**src/rtl/ifu_fetch_pkg.sv**
```systemverilog
// Shared types and constants for the instruction fetch stage.
// Holds the FSM state encoding, bus response codes and the reset/NOP constants.
package ifu_fetch_pkg;

  localparam int          XLEN_DEFAULT     = 32;
  localparam logic [31:0] RESET_PC_DEFAULT = 32'h8000_0000;
  localparam logic [1:0]  RESP_OKAY        = 2'b00;
  localparam logic [31:0] INST_NOP         = 32'h0000_0013;

  typedef enum logic [2:0] {
    IDLE,
    REQ,
    WAIT,
    HOLD,
    HALT
  } fetch_state_e;

  function automatic logic is_aligned(input logic [1:0] lsb);
    return lsb == 2'b00;
  endfunction

endpackage

```
**src/rtl/ifu_fetch_if.sv**
```systemverilog
// Bundle of the fetch stage's memory read channel, decode handshake and redirect port.
// master = the fetch unit, slave = memory plus decode/execute as seen from outside.
interface ifu_fetch_if
  import ifu_fetch_pkg::*;
#(
  parameter int XLEN = XLEN_DEFAULT
);

  logic [XLEN-1:0] araddr;
  logic            arvalid;
  logic            arready;
  logic [31:0]     rdata;
  logic [1:0]      rresp;
  logic            rvalid;
  logic            rready;
  logic [31:0]     inst;
  logic [XLEN-1:0] inst_pc;
  logic            inst_valid;
  logic            inst_ready;
  logic            redirect_valid;
  logic [XLEN-1:0] redirect_pc;
  logic            fetch_err;

  modport master (
    output araddr, arvalid, rready, inst, inst_pc, inst_valid, fetch_err,
    input  arready, rdata, rresp, rvalid, inst_ready, redirect_valid, redirect_pc
  );

  modport slave (
    input  araddr, arvalid, rready, inst, inst_pc, inst_valid, fetch_err,
    output arready, rdata, rresp, rvalid, inst_ready, redirect_valid, redirect_pc
  );

endinterface

```
**src/rtl/ifu_pc_reg.sv**
```systemverilog
// Architectural PC with redirect priority: a redirect that arrives while a request
// is still waiting for arready is parked in pending_pc so araddr stays stable.
module ifu_pc_reg
  import ifu_fetch_pkg::*;
#(
  parameter int              XLEN     = XLEN_DEFAULT,
  parameter logic [XLEN-1:0] RESET_PC = XLEN'(RESET_PC_DEFAULT)
) (
  input  logic            clk,
  input  logic            rst,
  input  logic            in_req,
  input  logic            accept,
  input  logic            advance,
  input  logic            redirect,
  input  logic [XLEN-1:0] redirect_pc,
  output logic [XLEN-1:0] pc,
  output logic            pend
);

  logic [XLEN-1:0] pending_pc;

  // NOTE: sequential state uses non-blocking assignments so every flop samples
  // pre-edge values regardless of process evaluation order.
  always_ff @(posedge clk or posedge rst) begin
    if (rst) begin
      pc         <= RESET_PC;
      pending_pc <= '0;
      pend       <= 1'b0;
    end else if (redirect) begin
      if (in_req && !accept) begin
        pending_pc <= redirect_pc;
        pend       <= 1'b1;
      end else begin
        pc   <= redirect_pc;
        pend <= 1'b0;
      end
    end else if (accept && pend) begin
      pc   <= pending_pc;
      pend <= 1'b0;
    end else if (advance) begin
      pc <= pc + XLEN'(4);
    end
  end

endmodule

```
**src/rtl/ifu_fetch.sv**
```systemverilog
// Instruction fetch stage: single-outstanding AR/R reads at pc, one held instruction
// toward decode, redirects from execute, sticky halt on bus error or misaligned target.
module ifu_fetch
  import ifu_fetch_pkg::*;
#(
  parameter int              XLEN     = XLEN_DEFAULT,
  parameter logic [XLEN-1:0] RESET_PC = XLEN'(RESET_PC_DEFAULT)
) (
  input logic         clk,
  input logic         rst,
  ifu_fetch_if.master bus
);

  fetch_state_e    state;
  fetch_state_e    next_state;
  logic [XLEN-1:0] pc;
  logic            pend;
  logic            stale;
  logic [31:0]     inst_q;
  logic [XLEN-1:0] inst_pc_q;
  logic            redirect_ok;
  logic            misaligned;
  logic            accept;
  logic            advance;

  assign redirect_ok = bus.redirect_valid && is_aligned(bus.redirect_pc[1:0]) && (state != HALT);
  assign misaligned  = bus.redirect_valid && !is_aligned(bus.redirect_pc[1:0]) && (state != HALT);
  assign accept      = (state == REQ) && bus.arready;
  assign advance     = (state == HOLD) && bus.inst_ready;

  ifu_pc_reg #(
    .XLEN     (XLEN),
    .RESET_PC (RESET_PC)
  ) u_pc_reg (
    .clk         (clk),
    .rst         (rst),
    .in_req      (state == REQ),
    .accept      (accept),
    .advance     (advance),
    .redirect    (redirect_ok),
    .redirect_pc (bus.redirect_pc),
    .pc          (pc),
    .pend        (pend)
  );

  always_ff @(posedge clk or posedge rst) begin
    if (rst) state <= IDLE;
    else     state <= next_state;
  end

  // NOTE: every combinational output gets a default first, so no path through
  // the case statement can leave a latch behind.
  always_comb begin
    next_state = state;
    if (misaligned) begin
      next_state = HALT;
    end else begin
      case (state)
        IDLE: next_state = REQ;
        REQ:  if (bus.arready) next_state = WAIT;
        WAIT: begin
          if (bus.rvalid) begin
            if (redirect_ok || stale)         next_state = REQ;
            else if (bus.rresp != RESP_OKAY)  next_state = HALT;
            else                              next_state = HOLD;
          end
        end
        HOLD:    if (redirect_ok || bus.inst_ready) next_state = REQ;
        HALT:    next_state = HALT;
        default: next_state = HALT;
      endcase
    end
  end

  // A response whose request was overtaken by a redirect is marked stale and dropped.
  always_ff @(posedge clk or posedge rst) begin
    if (rst) begin
      stale     <= 1'b0;
      inst_q    <= '0;
      inst_pc_q <= '0;
    end else if (next_state == HALT) begin
      stale     <= 1'b0;
      inst_q    <= '0;
      inst_pc_q <= '0;
    end else begin
      if (accept) begin
        stale <= redirect_ok || pend;
      end else if (state == WAIT) begin
        if (bus.rvalid)       stale <= 1'b0;
        else if (redirect_ok) stale <= 1'b1;
      end
      if (state == WAIT && next_state == HOLD) begin
        inst_q    <= bus.rdata;
        inst_pc_q <= pc;
      end
    end
  end

  always_comb begin
    bus.arvalid    = 1'b0;
    bus.rready     = 1'b0;
    bus.inst_valid = 1'b0;
    bus.fetch_err  = 1'b0;
    bus.araddr     = (state == HALT) ? '0 : pc;
    bus.inst       = inst_q;
    bus.inst_pc    = inst_pc_q;
    case (state)
      REQ:     bus.arvalid    = 1'b1;
      WAIT:    bus.rready     = 1'b1;
      HOLD:    bus.inst_valid = 1'b1;
      HALT:    bus.fetch_err  = 1'b1;
      default: ;
    endcase
  end

endmodule

```
**src/flat_wrapper.sv**
```systemverilog
// flat-port wrapper written by rule: the top's interface ports become plain ports
module ifu_fetch_flat import ifu_fetch_pkg::*;
#(
  parameter int              XLEN     = XLEN_DEFAULT,
  parameter logic [XLEN-1:0] RESET_PC = XLEN'(RESET_PC_DEFAULT)
)
  (clk, rst, bus_araddr, bus_arvalid, bus_rready, bus_inst, bus_inst_pc, bus_inst_valid, bus_fetch_err, bus_arready, bus_rdata, bus_rresp, bus_rvalid, bus_inst_ready, bus_redirect_valid, bus_redirect_pc);
  ifu_fetch_if #(.XLEN(XLEN)) bus_i ();
  input logic clk;
  input logic rst;
  output wire logic [$bits(bus_i.araddr)-1:0] bus_araddr;
  output wire logic [$bits(bus_i.arvalid)-1:0] bus_arvalid;
  output wire logic [$bits(bus_i.rready)-1:0] bus_rready;
  output wire logic [$bits(bus_i.inst)-1:0] bus_inst;
  output wire logic [$bits(bus_i.inst_pc)-1:0] bus_inst_pc;
  output wire logic [$bits(bus_i.inst_valid)-1:0] bus_inst_valid;
  output wire logic [$bits(bus_i.fetch_err)-1:0] bus_fetch_err;
  input wire logic [$bits(bus_i.arready)-1:0] bus_arready;
  input wire logic [$bits(bus_i.rdata)-1:0] bus_rdata;
  input wire logic [$bits(bus_i.rresp)-1:0] bus_rresp;
  input wire logic [$bits(bus_i.rvalid)-1:0] bus_rvalid;
  input wire logic [$bits(bus_i.inst_ready)-1:0] bus_inst_ready;
  input wire logic [$bits(bus_i.redirect_valid)-1:0] bus_redirect_valid;
  input wire logic [$bits(bus_i.redirect_pc)-1:0] bus_redirect_pc;
  assign bus_araddr = bus_i.araddr;
  assign bus_arvalid = bus_i.arvalid;
  assign bus_rready = bus_i.rready;
  assign bus_inst = bus_i.inst;
  assign bus_inst_pc = bus_i.inst_pc;
  assign bus_inst_valid = bus_i.inst_valid;
  assign bus_fetch_err = bus_i.fetch_err;
  assign bus_i.arready = bus_arready;
  assign bus_i.rdata = bus_rdata;
  assign bus_i.rresp = bus_rresp;
  assign bus_i.rvalid = bus_rvalid;
  assign bus_i.inst_ready = bus_inst_ready;
  assign bus_i.redirect_valid = bus_redirect_valid;
  assign bus_i.redirect_pc = bus_redirect_pc;
  ifu_fetch #(.XLEN(XLEN), .RESET_PC(RESET_PC)) u_core (.clk(clk), .rst(rst), .bus(bus_i));
endmodule
```
**config.mk**
```make
export PLATFORM = sky130hd
export DESIGN_NAME = ifu_fetch_flat
export DESIGN_NICKNAME = d
export VERILOG_FILES = /design/src/rtl/ifu_fetch_pkg.sv /design/src/rtl/ifu_fetch_if.sv /design/src/rtl/ifu_pc_reg.sv /design/src/rtl/ifu_fetch.sv /design/src/flat_wrapper.sv
export SDC_FILE = /design/constraint.sdc
export NUM_CORES = 1
export LEC_CHECK = 0
export CAP_MARGIN = 20
export CORE_UTILIZATION = 30
export CTS_CLUSTER_SIZE = 10
export DETAILED_ROUTE_END_ITERATION = 10
export PLACE_DENSITY_LB_ADDON = 0.25
export SLEW_MARGIN = 5
export SYNTH_ARGS = -nofsm -noshare
export SYNTH_HDL_FRONTEND = slang
export SYNTH_HIERARCHICAL = 1
export SYNTH_SLANG_ARGS = --single-unit
```
**constraint.sdc**
```tcl
create_clock -name clk -period 2.7 [get_ports clk]
set_clock_uncertainty 0.15 [all_clocks]
set_input_delay 0.54 -clock clk [delete_from_list [all_inputs] [get_ports clk]]
set_output_delay 0.54 -clock clk [all_outputs]
set_load 0.05 [all_outputs]
```
==> impl_results.md <==
- Routed wire length: 23000 um
- Cts hold-fix bufs: 0
- Total Routing Usage GR: 18.0%
- Max incr delay on CP: 0.44 ns
- Mean Syn Cell Area: 10.2 um2
- Asr flop ratio synth: 100%
- Root cell of the clock tree: clkbuf_16
- Yosys top cell area share: 43.0%
- Seq/Total Area, Yosys: 43.4%
- Slowest CP cell: dfrtp_1
- Clk slew on worst S/H paths: 0.06 ns
- Leakage: 4.13 nW
- Achievable Freq: 386 MHz
- CP max FO: 33
- Largest family of logic cells by synthesized area: compound AO/OA/AOI/OAI gates
- Place WS: -0.159 ns
- Largest cells by area after synthesis: dfrtp_1 (43%), nand3_2 (8.0%), a21oi_2 (6.8%)
- Critical Path AT: 1.90 ns
- Post-Synth Adder-Cell Area: 0.163%
- Final setup viols: 0
- Final nets: 1017
- Fill count: 2513
- Area leader, netlist: dfrtp_1
- Share of cells above drive strength 1: 29.3%
- Hold Crit Class: in2async
- Finished Core Util: 42.3%
- # DRC: 0
- P&R area growth vs syn: 38.4%
- Syn. warnings: 6
- Simple-Gate Fraction of Synth Area: 21.4%
- Crit path buffers/inverters: 2
- Max rail drop VDD: 0.281 mV
- Crit path cell chain: or3b_4 > buf_6 > and2_1 > buf_4
- Vias per cell: 5.03
- TritonCTS Buffers: 17
- Synth Area in Compound Gates: 22.7%
- TritonCTS clock tree: done
- Final-report hold violation count: 0
- CTS Sinks: 133
- First-pass GRT wire length: 37100 um
- Syn Nets: 828
- Req. time, crit path: 2.01 ns
- Rel. slew slack: 57.3%
- XOR/XNOR share of the synthesized area: 1.03%
- Fin crit share: 95.9%
- Worst R2R Start: u_core/state[0]
- FF-to-FF End: u_core/u_pc_reg/pc[28]
- Hpwl dp: 16500 um
- Status: finished, final reports clean
- Ant diodes: 0
- Reg2Reg Depth: 7
- Cell area after synthesis: 0.00767 mm2
- Largest delay share family, worst path: simple AND/OR/NAND/NOR gates
- Post-synth EDFFs: 0
- TritonRoute pass-1 iters: 5
- Setup slack after layout: 0.111 ns
- Initial DRC Count: 495
- Die height: 162 um
- Vias in the first global route: 6529
- Crit path capture type: primary output
- Crit path time final: 2.59 ns
- RSZ-0062 raised after global routing: no
- CTS HTree Levels: 4
- Post-synth cell types: 69
- Top Ports: 172
- Post-synthesis mux area share: 4.68%
- Buffers on Ports: 171
- Synth Instances: 755
- Clk buf depth: 2
- R2r setup slk: 0.30 ns
- Slew @ Worst Pin: 0.638 ns
- Core Area: 0.0251 mm2
- Initial Util: 30.6%
- Post-route ant nets: 0
- Initial antenna violation count: 0
- Post-CTS Setup Inserts: 0
- Rows: 58
- Register bit total from synthesis: 133
- CP Class: reg2out
- Post-DR wirelength/cell: 17.9 um
- Final Wtd Congestion: 0.814
- Max Cap Viol: 0
- Worst-Skew Late Latency: 0.42 ns
- Ys flop type: dfrtp_1
- Die area: 0.0262 mm2
- Pwr dens: 438 mW/mm2
- Resize count post-CTS: 1
- CP Launch Type: flip-flop
- Pins Over Slew Limit: 0
- Via count: 6476
- Die X: 162 um
- Grt ovf: 0
- Largest net degree at the start of global routing: 66
through the flow:
step	instances	setup TNS, ns	hold WS [ns]	cell area [um2]	power, mW
global placement	1255	-2.13	0.315	9990	2.25
floorplan	755	-0.958	0.306	7690	2.08
finish	1287	0	0.329	10600	4.65
CTS	1287	0	0.327	10600	4.70
detailed placement	1255	-6.28	0.323	9990	2.25
global route	1287	0	0.340	10600	4.81
state kept, by name, indices dropped and copies added, names as in the netlist:
name and flops:
u_core/bus.inst_pc 32, u_core/bus.inst 32, u_core/state 3, u_core/stale 1, u_core/u_pc_reg/pend 1, u_core/u_pc_reg/pc 32, u_core/u_pc_reg/pending_pc 32
per-layer routing:
metal,vias to the layer above,GRT usage [%],routed length [um]
met4,0,4.72,266
li1,3128,-,-
met2,161,28.2,10700
met5,-,0,0
met3,20,3.96,991
met1,3167,25.1,11100
how the worst max path moves through the flow:
stage,from,endpoint,slack [ns],cells after the start
after floorplan,u_core/state[2],u_core/u_pc_reg/pending_pc[0],-0.04,8
after global placement,bus_redirect_pc[1],u_core/u_pc_reg/pc[14],-0.08,9
after detailed placement,bus_redirect_pc[1],u_core/bus.inst[0],-0.16,9
after CTS,u_core/state[0],bus_araddr[13],0.04,4
after global routing,u_core/state[0],bus_araddr[17],0.04,4
final,u_core/state[0],bus_araddr[13],0.11,4
synth_stat cells (2+ instances only):
library cell / n
and4_1: 2
a31oi_1: 14
a221oi_1: 2
xor2_1: 7
o211ai_1: 10
or3_1: 2
a22oi_1: 2
nand3_2: 61
buf_6: 13
buf_4: 3
nor3_1: 5
dfrtp_1: 132
inv_1: 8
clkbuf_1: 27
and2_1: 37
a211o_1: 2
and3_1: 11
nor2_1: 35
buf_12: 6
a211oi_1: 5
nand3_1: 22
o2bb2ai_1: 4
o41ai_2: 2
nand4_1: 6
o32ai_1: 2
inv_2: 2
nor3b_1: 2
o21ai_1: 58
buf_2: 14
buf_1: 3
nor4_4: 4
a21oi_2: 60
a21oi_1: 39
nand2b_1: 3
nand2_1: 40
xnor2_1: 2
o21ai_0: 44
mux2_1: 31
nand3b_1: 2
o31a_1: 2
layout by cell type (no fill, tap or decap), drive strengths merged, types with 7 or more instances in the layout:
cell type / instances
nand3: 83
xor2: 7
inv: 9
and3: 11
nor2: 36
and2: 38
dfrtp: 132
clkdlybuf4s50: 135
nand4: 8
clkinv: 8
nand2: 40
clkbuf: 20
mux2: 31
a21oi: 100
a31oi: 14
buf: 101
o21ai: 102
o211ai: 10
kinds of logic after synthesis:
group | Yosys count
flops | 133
simple gates | 242
xor+xnor | 9
fa+ha+maj | 1
compound gates | 262
mux | 32
buf+inv | 76
layout make-up:
class	instances	area, um2	share of cell area, %
clock inverter	12	151	1.43
inverter	10	40.0	0.377
multi-input combinational	546	3880	36.5
sequential	133	3330	31.4
clock buffer	20	467	4.40
timing repair buffer	236	2340	22.0
tap	330	413	3.89
power breakdown:
part / total, mW / switching [mW] / internal, mW
combinational: 0.199 / 0.0862 / 0.113
clock: 2.44 / 0.915 / 1.53
sequential: 2.01 / 0.00711 / 2.00
total: 4.65 / 1.01 / 3.64
Note: power is estimated with default switching activity, not from simulation.
